File: src/rtl/ir_nec_pkg.sv
// Shared NEC decoder definitions: FSM states, timing windows (in prescaled
// ticks of 1/10 NEC unit) and the window-compare helper.
package ir_nec_pkg;

  localparam int DUR_W = 8;
  localparam logic [DUR_W-1:0] DUR_MAX = DUR_W'(255);
  localparam logic [DUR_W-1:0] TIMEOUT_TICKS = DUR_W'(200);

  localparam logic [DUR_W-1:0] LDR_MARK_MIN  = DUR_W'(144);
  localparam logic [DUR_W-1:0] LDR_MARK_MAX  = DUR_W'(176);
  localparam logic [DUR_W-1:0] LDR_SPACE_MIN = DUR_W'(72);
  localparam logic [DUR_W-1:0] LDR_SPACE_MAX = DUR_W'(88);
  localparam logic [DUR_W-1:0] RPT_SPACE_MIN = DUR_W'(32);
  localparam logic [DUR_W-1:0] RPT_SPACE_MAX = DUR_W'(48);
  localparam logic [DUR_W-1:0] BIT_MARK_MIN  = DUR_W'(7);
  localparam logic [DUR_W-1:0] BIT_MARK_MAX  = DUR_W'(13);
  localparam logic [DUR_W-1:0] ZERO_SPACE_MIN = DUR_W'(7);
  localparam logic [DUR_W-1:0] ZERO_SPACE_MAX = DUR_W'(13);
  localparam logic [DUR_W-1:0] ONE_SPACE_MIN  = DUR_W'(25);
  localparam logic [DUR_W-1:0] ONE_SPACE_MAX  = DUR_W'(35);

  typedef enum logic [2:0] {
    IDLE,
    LDR_MARK,
    LDR_SPACE,
    BIT_MARK,
    BIT_SPACE,
    STOP_MARK,
    RPT_STOP
  } ir_state_t;

  function automatic logic in_window(input logic [DUR_W-1:0] d,
                                     input logic [DUR_W-1:0] lo,
                                     input logic [DUR_W-1:0] hi);
    return (d >= lo) && (d <= hi);
  endfunction

endpackage

File: src/rtl/ir_nec_frame_decoder_if.sv
// Decoder-facing bundle: raw receiver pin in, key code and event pulses out.
interface ir_nec_frame_decoder_if #(
  parameter int NBITS = 32
);
  logic             ir_in;
  logic [NBITS-1:0] code;
  logic             code_valid;
  logic             repeat_valid;
  logic             frame_err;
  logic             busy;

  modport master (
    input  ir_in,
    output code, code_valid, repeat_valid, frame_err, busy
  );

  modport slave (
    output ir_in,
    input  code, code_valid, repeat_valid, frame_err, busy
  );
endinterface

File: src/rtl/ir_pulse_timer.sv
// Synchronises the raw IR pin, normalises it to mark=1 and measures how long
// each level lasted in prescaled ticks.
module ir_pulse_timer
  import ir_nec_pkg::*;
#(
  parameter int TICK_DIV      = 2812,
  parameter int IR_ACTIVE_LOW = 1
) (
  input  logic             clk,
  input  logic             reset_N,
  input  logic             ir_in,
  output logic             mark_lvl,
  output logic             lvl_edge,
  output logic [DUR_W-1:0] dur
);

  localparam int PW = (TICK_DIV > 1) ? $clog2(TICK_DIV) : 1;
  localparam logic INACTIVE = (IR_ACTIVE_LOW != 0);

  logic          sync1;
  logic          sync_q;
  logic          prev_q;
  logic [PW-1:0] presc;
  logic [DUR_W-1:0] cnt;
  logic          tick;

  assign tick     = (presc == PW'(TICK_DIV - 1));
  assign lvl_edge = (sync_q != prev_q);
  assign mark_lvl = sync_q ^ INACTIVE;
  assign dur      = cnt;

  // The count is read on the edge cycle before it clears, so it reports the level that just ended.
  always_ff @(posedge clk or negedge reset_N) begin
    if (!reset_N) begin
      sync1  <= INACTIVE;
      sync_q <= INACTIVE;
      prev_q <= INACTIVE;
      presc  <= '0;
      cnt    <= '0;
    end else begin
      sync1  <= ir_in;
      sync_q <= sync1;
      prev_q <= sync_q;
      if (lvl_edge) begin
        presc <= '0;
        cnt   <= '0;
      end else if (tick) begin
        presc <= '0;
        if (cnt != DUR_MAX) begin
          cnt <= cnt + DUR_W'(1);
        end
      end else begin
        presc <= presc + PW'(1);
      end
    end
  end

endmodule

File: src/rtl/ir_nec_frame_decoder.sv
// NEC IR frame decoder: validates leader, data bits and stop mark straight
// from the receiver pin, delivering key codes, repeat pulses and frame errors.
module ir_nec_frame_decoder
  import ir_nec_pkg::*;
#(
  parameter int TICK_DIV      = 2812,
  parameter int NBITS         = 32,
  parameter int CHECK_INV     = 1,
  parameter int IR_ACTIVE_LOW = 1
) (
  input logic                    clk,
  input logic                    reset_N,
  ir_nec_frame_decoder_if.master bus
);

  localparam int IW = $clog2(NBITS);

  logic             mark_lvl;
  logic             lvl_edge;
  logic [DUR_W-1:0] dur;

  ir_state_t        state;
  logic [NBITS-1:0] shift;
  logic [IW-1:0]    bit_idx;
  logic [NBITS-1:0] code_q;
  logic             has_code;
  logic             code_valid_q;
  logic             repeat_valid_q;
  logic             frame_err_q;

  logic ldr_mark_ok, ldr_space_ok, rpt_space_ok, bit_mark_ok, zero_ok, one_ok;
  logic inv_ok;

  ir_pulse_timer #(
    .TICK_DIV      (TICK_DIV),
    .IR_ACTIVE_LOW (IR_ACTIVE_LOW)
  ) u_timer (
    .clk      (clk),
    .reset_N  (reset_N),
    .ir_in    (bus.ir_in),
    .mark_lvl (mark_lvl),
    .lvl_edge (lvl_edge),
    .dur      (dur)
  );

  assign ldr_mark_ok  = in_window(dur, LDR_MARK_MIN, LDR_MARK_MAX);
  assign ldr_space_ok = in_window(dur, LDR_SPACE_MIN, LDR_SPACE_MAX);
  assign rpt_space_ok = in_window(dur, RPT_SPACE_MIN, RPT_SPACE_MAX);
  assign bit_mark_ok  = in_window(dur, BIT_MARK_MIN, BIT_MARK_MAX);
  assign zero_ok      = in_window(dur, ZERO_SPACE_MIN, ZERO_SPACE_MAX);
  assign one_ok       = in_window(dur, ONE_SPACE_MIN, ONE_SPACE_MAX);

  // Command byte must arrive alongside its complement on full-length frames.
  generate
    if (NBITS == 32 && CHECK_INV != 0) begin : g_inv
      assign inv_ok = (shift[31:24] == ~shift[23:16]);
    end else begin : g_noinv
      assign inv_ok = 1'b1;
    end
  endgenerate

  // An edge always takes priority over the idle timeout in the same cycle.
  always_ff @(posedge clk or negedge reset_N) begin
    if (!reset_N) begin
      state          <= IDLE;
      shift          <= '0;
      bit_idx        <= '0;
      code_q         <= '0;
      has_code       <= 1'b0;
      code_valid_q   <= 1'b0;
      repeat_valid_q <= 1'b0;
      frame_err_q    <= 1'b0;
    end else begin
      code_valid_q   <= 1'b0;
      repeat_valid_q <= 1'b0;
      frame_err_q    <= 1'b0;
      if (lvl_edge) begin
        unique case (state)
          IDLE: begin
            if (mark_lvl) state <= LDR_MARK;
          end
          LDR_MARK: begin
            if (ldr_mark_ok) begin
              state <= LDR_SPACE;
            end else begin
              frame_err_q <= 1'b1;
              state       <= IDLE;
            end
          end
          LDR_SPACE: begin
            if (ldr_space_ok) begin
              state   <= BIT_MARK;
              bit_idx <= '0;
            end else if (rpt_space_ok) begin
              state <= RPT_STOP;
            end else begin
              frame_err_q <= 1'b1;
              state       <= IDLE;
            end
          end
          BIT_MARK: begin
            if (bit_mark_ok) begin
              state <= BIT_SPACE;
            end else begin
              frame_err_q <= 1'b1;
              state       <= IDLE;
            end
          end
          BIT_SPACE: begin
            if (zero_ok || one_ok) begin
              shift   <= {one_ok, shift[NBITS-1:1]};
              bit_idx <= bit_idx + IW'(1);
              state   <= (bit_idx == IW'(NBITS - 1)) ? STOP_MARK : BIT_MARK;
            end else begin
              frame_err_q <= 1'b1;
              state       <= IDLE;
            end
          end
          STOP_MARK: begin
            if (bit_mark_ok && inv_ok) begin
              code_q       <= shift;
              code_valid_q <= 1'b1;
              has_code     <= 1'b1;
            end else begin
              frame_err_q <= 1'b1;
            end
            state <= IDLE;
          end
          RPT_STOP: begin
            if (bit_mark_ok && has_code) begin
              repeat_valid_q <= 1'b1;
            end else begin
              frame_err_q <= 1'b1;
            end
            state <= IDLE;
          end
          default: state <= IDLE;
        endcase
      end else if (state != IDLE && dur >= TIMEOUT_TICKS) begin
        frame_err_q <= 1'b1;
        state       <= IDLE;
      end
    end
  end

  assign bus.code         = code_q;
  assign bus.code_valid   = code_valid_q;
  assign bus.repeat_valid = repeat_valid_q;
  assign bus.frame_err    = frame_err_q;
  assign bus.busy         = (state != IDLE);

endmodule

File: src/flat_wrapper.sv
// flat-port wrapper written by rule: the top's interface ports become plain ports
module ir_nec_frame_decoder_flat import ir_nec_pkg::*;
#(
  parameter int TICK_DIV      = 2812,
  parameter int NBITS         = 32,
  parameter int CHECK_INV     = 1,
  parameter int IR_ACTIVE_LOW = 1
)
  (clk, reset_N, bus_ir_in, bus_code, bus_code_valid, bus_repeat_valid, bus_frame_err, bus_busy);
  ir_nec_frame_decoder_if #(.NBITS(NBITS)) bus_i ();
  input logic clk;
  input logic reset_N;
  input wire logic [$bits(bus_i.ir_in)-1:0] bus_ir_in;
  output wire logic [$bits(bus_i.code)-1:0] bus_code;
  output wire logic [$bits(bus_i.code_valid)-1:0] bus_code_valid;
  output wire logic [$bits(bus_i.repeat_valid)-1:0] bus_repeat_valid;
  output wire logic [$bits(bus_i.frame_err)-1:0] bus_frame_err;
  output wire logic [$bits(bus_i.busy)-1:0] bus_busy;
  assign bus_i.ir_in = bus_ir_in;
  assign bus_code = bus_i.code;
  assign bus_code_valid = bus_i.code_valid;
  assign bus_repeat_valid = bus_i.repeat_valid;
  assign bus_frame_err = bus_i.frame_err;
  assign bus_busy = bus_i.busy;
  ir_nec_frame_decoder #(.TICK_DIV(TICK_DIV), .NBITS(NBITS), .CHECK_INV(CHECK_INV), .IR_ACTIVE_LOW(IR_ACTIVE_LOW)) u_core (.clk(clk), .reset_N(reset_N), .bus(bus_i));
endmodule
File: config.mk
export PLATFORM = sky130hd
export DESIGN_NAME = ir_nec_frame_decoder_flat
export DESIGN_NICKNAME = d
export VERILOG_FILES = /design/src/rtl/ir_nec_pkg.sv /design/src/rtl/ir_nec_frame_decoder_if.sv /design/src/rtl/ir_pulse_timer.sv /design/src/rtl/ir_nec_frame_decoder.sv /design/src/flat_wrapper.sv
export SDC_FILE = /design/constraint.sdc
export NUM_CORES = 1
export LEC_CHECK = 0
export ABC_AREA = 1
export CAP_MARGIN = 20
export CORE_ASPECT_RATIO = 0.9
export CORE_MARGIN = 2
export CORE_UTILIZATION = 53
export DETAILED_ROUTE_END_ITERATION = 7
export GPL_TIMING_DRIVEN = 1
export PLACE_DENSITY_LB_ADDON = 0.12
export SETUP_SLACK_MARGIN = 0.5
export SYNTH_ARGS = -nofsm -noshare
export SYNTH_HDL_FRONTEND = slang
export SYNTH_SLANG_ARGS = --single-unit
File: constraint.sdc
create_clock -name clk -period 2 [get_ports clk]
set_input_delay 0.4 -clock clk [delete_from_list [all_inputs] [get_ports clk]]
set_output_delay 0.4 -clock clk [all_outputs]
set_load 0.03 [all_outputs]
==> results by group <==
Floorplan
  – Starting Density: between 50 and 60%
  – Die Y: around 95 um
  – Die area: 0.009960 mm2
  – IO Pins: 39
  – Std-Cell Core Area: ~0.009 mm2
  – Die Width: around 100 um
  – Row cnt: 33

Final layout
  – FF+latch area: 0.002487 mm2
  – Multi-input logic area: approximately 0.0024 mm2
  – Cell area after layout: 0.006738 mm2
  – Share of layout cells above drive strength 1: 45.22%
  – Fillers: roughly 670
  – Area grow syn2layout: 38.54%
  – Finished Core Util: 74.85%
  – Final net count: between 600 and 700
  – # diodes: 0

GRT
  – GRT Total Usage: approximately 22%
  – Pin count of the biggest net entering global routing: 100
  – First-pass GRT wire length: 17810 um
  – Vias in the first global route: between 3000 and 4000
  – Antenna violations before repair: 0
  – GRT overflow: 0

Timing
  – Max-slew violations: 0
  – Slew margin rel.: between 60% and 70%
  – Clk_skew: 0.01238 ns
  – Post-route setup slack: 0.2038 ns
  – Crit share post-route: 89.81%
  – Final Hold Fails: 0
  – Endpoints failing setup: 0
  – RSZ-0062 raised after global routing: yes
  – Fmax: 0.5567 GHz
  – Post-layout min period: about 1.8 ns
  – Setup TNS: 0 ns
  – Worst-Margin Slew: 0.5336 ns

Logic synthesis
  – Syn avg cell area: slightly below 9 um2
  – Top cell type's share of synthesized area: roughly 50%
  – Yosys reg bits: between 90 and 100
  – Yosys top cell by area: dfrtp_1
  – Cell variety after synth: 35
  – Top-count cell post-synth: nand2_1
  – Register area share after synthesis: 51.02%
  – Top_reg_cell synth: dfrtp_1
  – Synth top cells by count: nand2_1, dfrtp_1, inv_1
  – FFs w/ async S/R, synth: 100.0%
  – Yosys warns: 0
  – Synthesized area: between 0.004 and 0.005 mm2
  – Syn Inst Count: approximately 560
  – Syn_nets: approximately 570
  – Top cells by area, synth: dfrtp_1, nand2_1, o21ai_2
  – Post-synth EDFFs: 0

Clock network
  – Later-pin clock latency in the skew report: roughly 0.36 ns
  – CTS tree: done
  – Root buffer cell: clkbuf_8
  – CTS Hold Bufs: 0
  – CTS buffer count: 9
  – Clk buf depth: 2
  – H-tree depth: 3
  – CTS sink count: between 90 and 100
  – Clock transition at path regs: approximately 0.1 ns

Power and ir drop
  – Leak: between 3 and 4 nW
  – VDD IR-drop max: ~0.39 mV
  – Pwr/cell area: around 560 mW/mm2
  – Power after layout: about 3.8 mW

Setup path
  – Reg-to-Reg End: u_core.bus.code[19]
  – CP Capture Type: flop
  – Crit path launch type: flop
  – FF-to-FF setup slack: ~0.2 ns
  – Worst Reg-to-Reg Cells: 11
  – R2R Path Start: u_core.u_timer.dur[0]
  – CP Class: flop to flop
  – Critical Path AT: 2.06 ns
  – Critical path data required time: about 2.3 ns
  – Critical path fanouts, max: 6

Detailed routing
  – WL per Instance: between 10 and 15 um
  – Detail Route Antenna Nets: 0
  – Via count: ~4000
  – Total iterations of the first detailed-routing run: 4
  – Remaining DRCs: 0
  – Via-per-instance ratio: roughly 5.1
  – Initial detailed-routing violation count: 148
  – Routed WL: 11450 um

Placed design
  – Worst slack at placement: 0.1847 ns
  – Placed cell area: around 0.0054 mm2
  – GPL Wtd Cong: slightly below 0.9
  – # port buffers: 38
  – Dpl hpwl: around 6400 um

Status
  – Status: completed

Worst hold path
  – Worst min-delay path category: input pin to async pin

Flow run
  – Max-cap violations: 0
[area by class of cell]
type | instances | area share (%)
clock buffer | 10 | 2.043
multi-input combinational | 372 | 35.56
timing repair buffer | 102 | 18.12
sequential | 99 | 36.92
tap | 122 | 2.266
timing repair inverter | 1 | 0.1300
inverter | 70 | 4.401
clock inverter | 5 | 0.5571
[repair_timing]
action | in CTS | in global routing
gates resized for setup | 160 | 134
setup buffers | 22 | 19
endpoints found under the setup margin | 123 | 99
pin swaps | 11 | 19
gates cloned | 7 | 6
[metal layers]
metal | vias up | routed length (um) | global-route usage, %
met3 | 18 | 355 | 4.348
met2 | 70 | 5693 | 37.88
met1 | 1918 | 5217 | 30.08
li1 | 1972 | - | -
met4 | 0 | 183 | 6.222
met5 | - | 0 | 0
[worst max-delay path: stages, from the launching register on]
cell	delay [ns]
dfrtp_2	0.49
inv_2	0.11
ha_4	0.15
nor2_4	0.03
nand2_2	0.07
nand3_4	0.12
inv_4	0.12
nand3_4	0.14
buf_12	0.20
clkbuf_16	0.15
nand2_1	0.06
o21ai_2	0.05
[cells by family (layout without fill, tap and decap cells)]
| family | count (synthesis) | count (layout) | share of synthesized area, % |
|---|---|---|---|
| adder cells (fa/ha/maj) | 6 | 6 | 1.544 |
| buffers and inverters | 89 | 188 | 9.184 |
| AND/OR/NAND/NOR | 260 | 261 | 24.13 |
| flip-flops | 99 | 99 | 51.02 |
| AO/OA/AOI/OAI | 95 | 95 | 11.94 |
| XOR/XNOR | 10 | 10 | 2.187 |
[layout by cell type, fill, tap and decap left out, types with 10 or more instances in the layout]
master           netlist  routed
nand2_4                0      18
o21ai_1               25      30
buf_4                  3      31
buf_6                  3      15
nand2_2               33      53
nand2_1              130      92
nand3_1               18      16
inv_2                  9      15
o21ai_2               27      49
nor2_1                53      43
dfrtp_1               96      91
clkdlybuf4s15_2        0      27
inv_1                 60      48
clkbuf_8               0      10
[through the flow]
stage	cells	hold slack [ns]
finish	781	0.07155
global route	781	0.1339
CTS	756	0.1040
detailed placement	712	0.3569
global placement	712	0.3474
floorplan	559	0.1044
[registers in the layout, summed over array words and instances (netlist names)]
name and count:
u_core.bit_idx 5, u_core.bus.code 32, u_core.bus.code_valid 1, u_core.bus.frame_err 1
u_core.bus.repeat_valid 1, u_core.has_code 1, u_core.shift 32, u_core.state 3
u_core.u_timer.dur 8, u_core.u_timer.presc 12, u_core.u_timer.prev_q 1, u_core.u_timer.sync1 1
u_core.u_timer.sync_q 1
[where the power goes]
part           internal (mW)  switching [mW]
sequential              2.05          0.0627
combinational          0.219           0.306
clock                  0.484           0.680
[how the worst max path moves through the flow]
stage / start / end / cells past startpoint
finish: u_core.u_timer.dur[0] / u_core.bus.code[19] / 11
CTS: u_core.u_timer.sync_q / u_core.bus.code[19] / 5
global route: u_core.shift[16] / u_core.bus.code[19] / 11
global placement: u_core.shift[21] / u_core.bus.code[1] / 10
floorplan: u_core.u_timer.dur[1] / u_core.shift[18] / 13
detailed placement: u_core.shift[29] / u_core.bus.code[1] / 10
No activity file was read; power rests on OpenSTA's default activity.
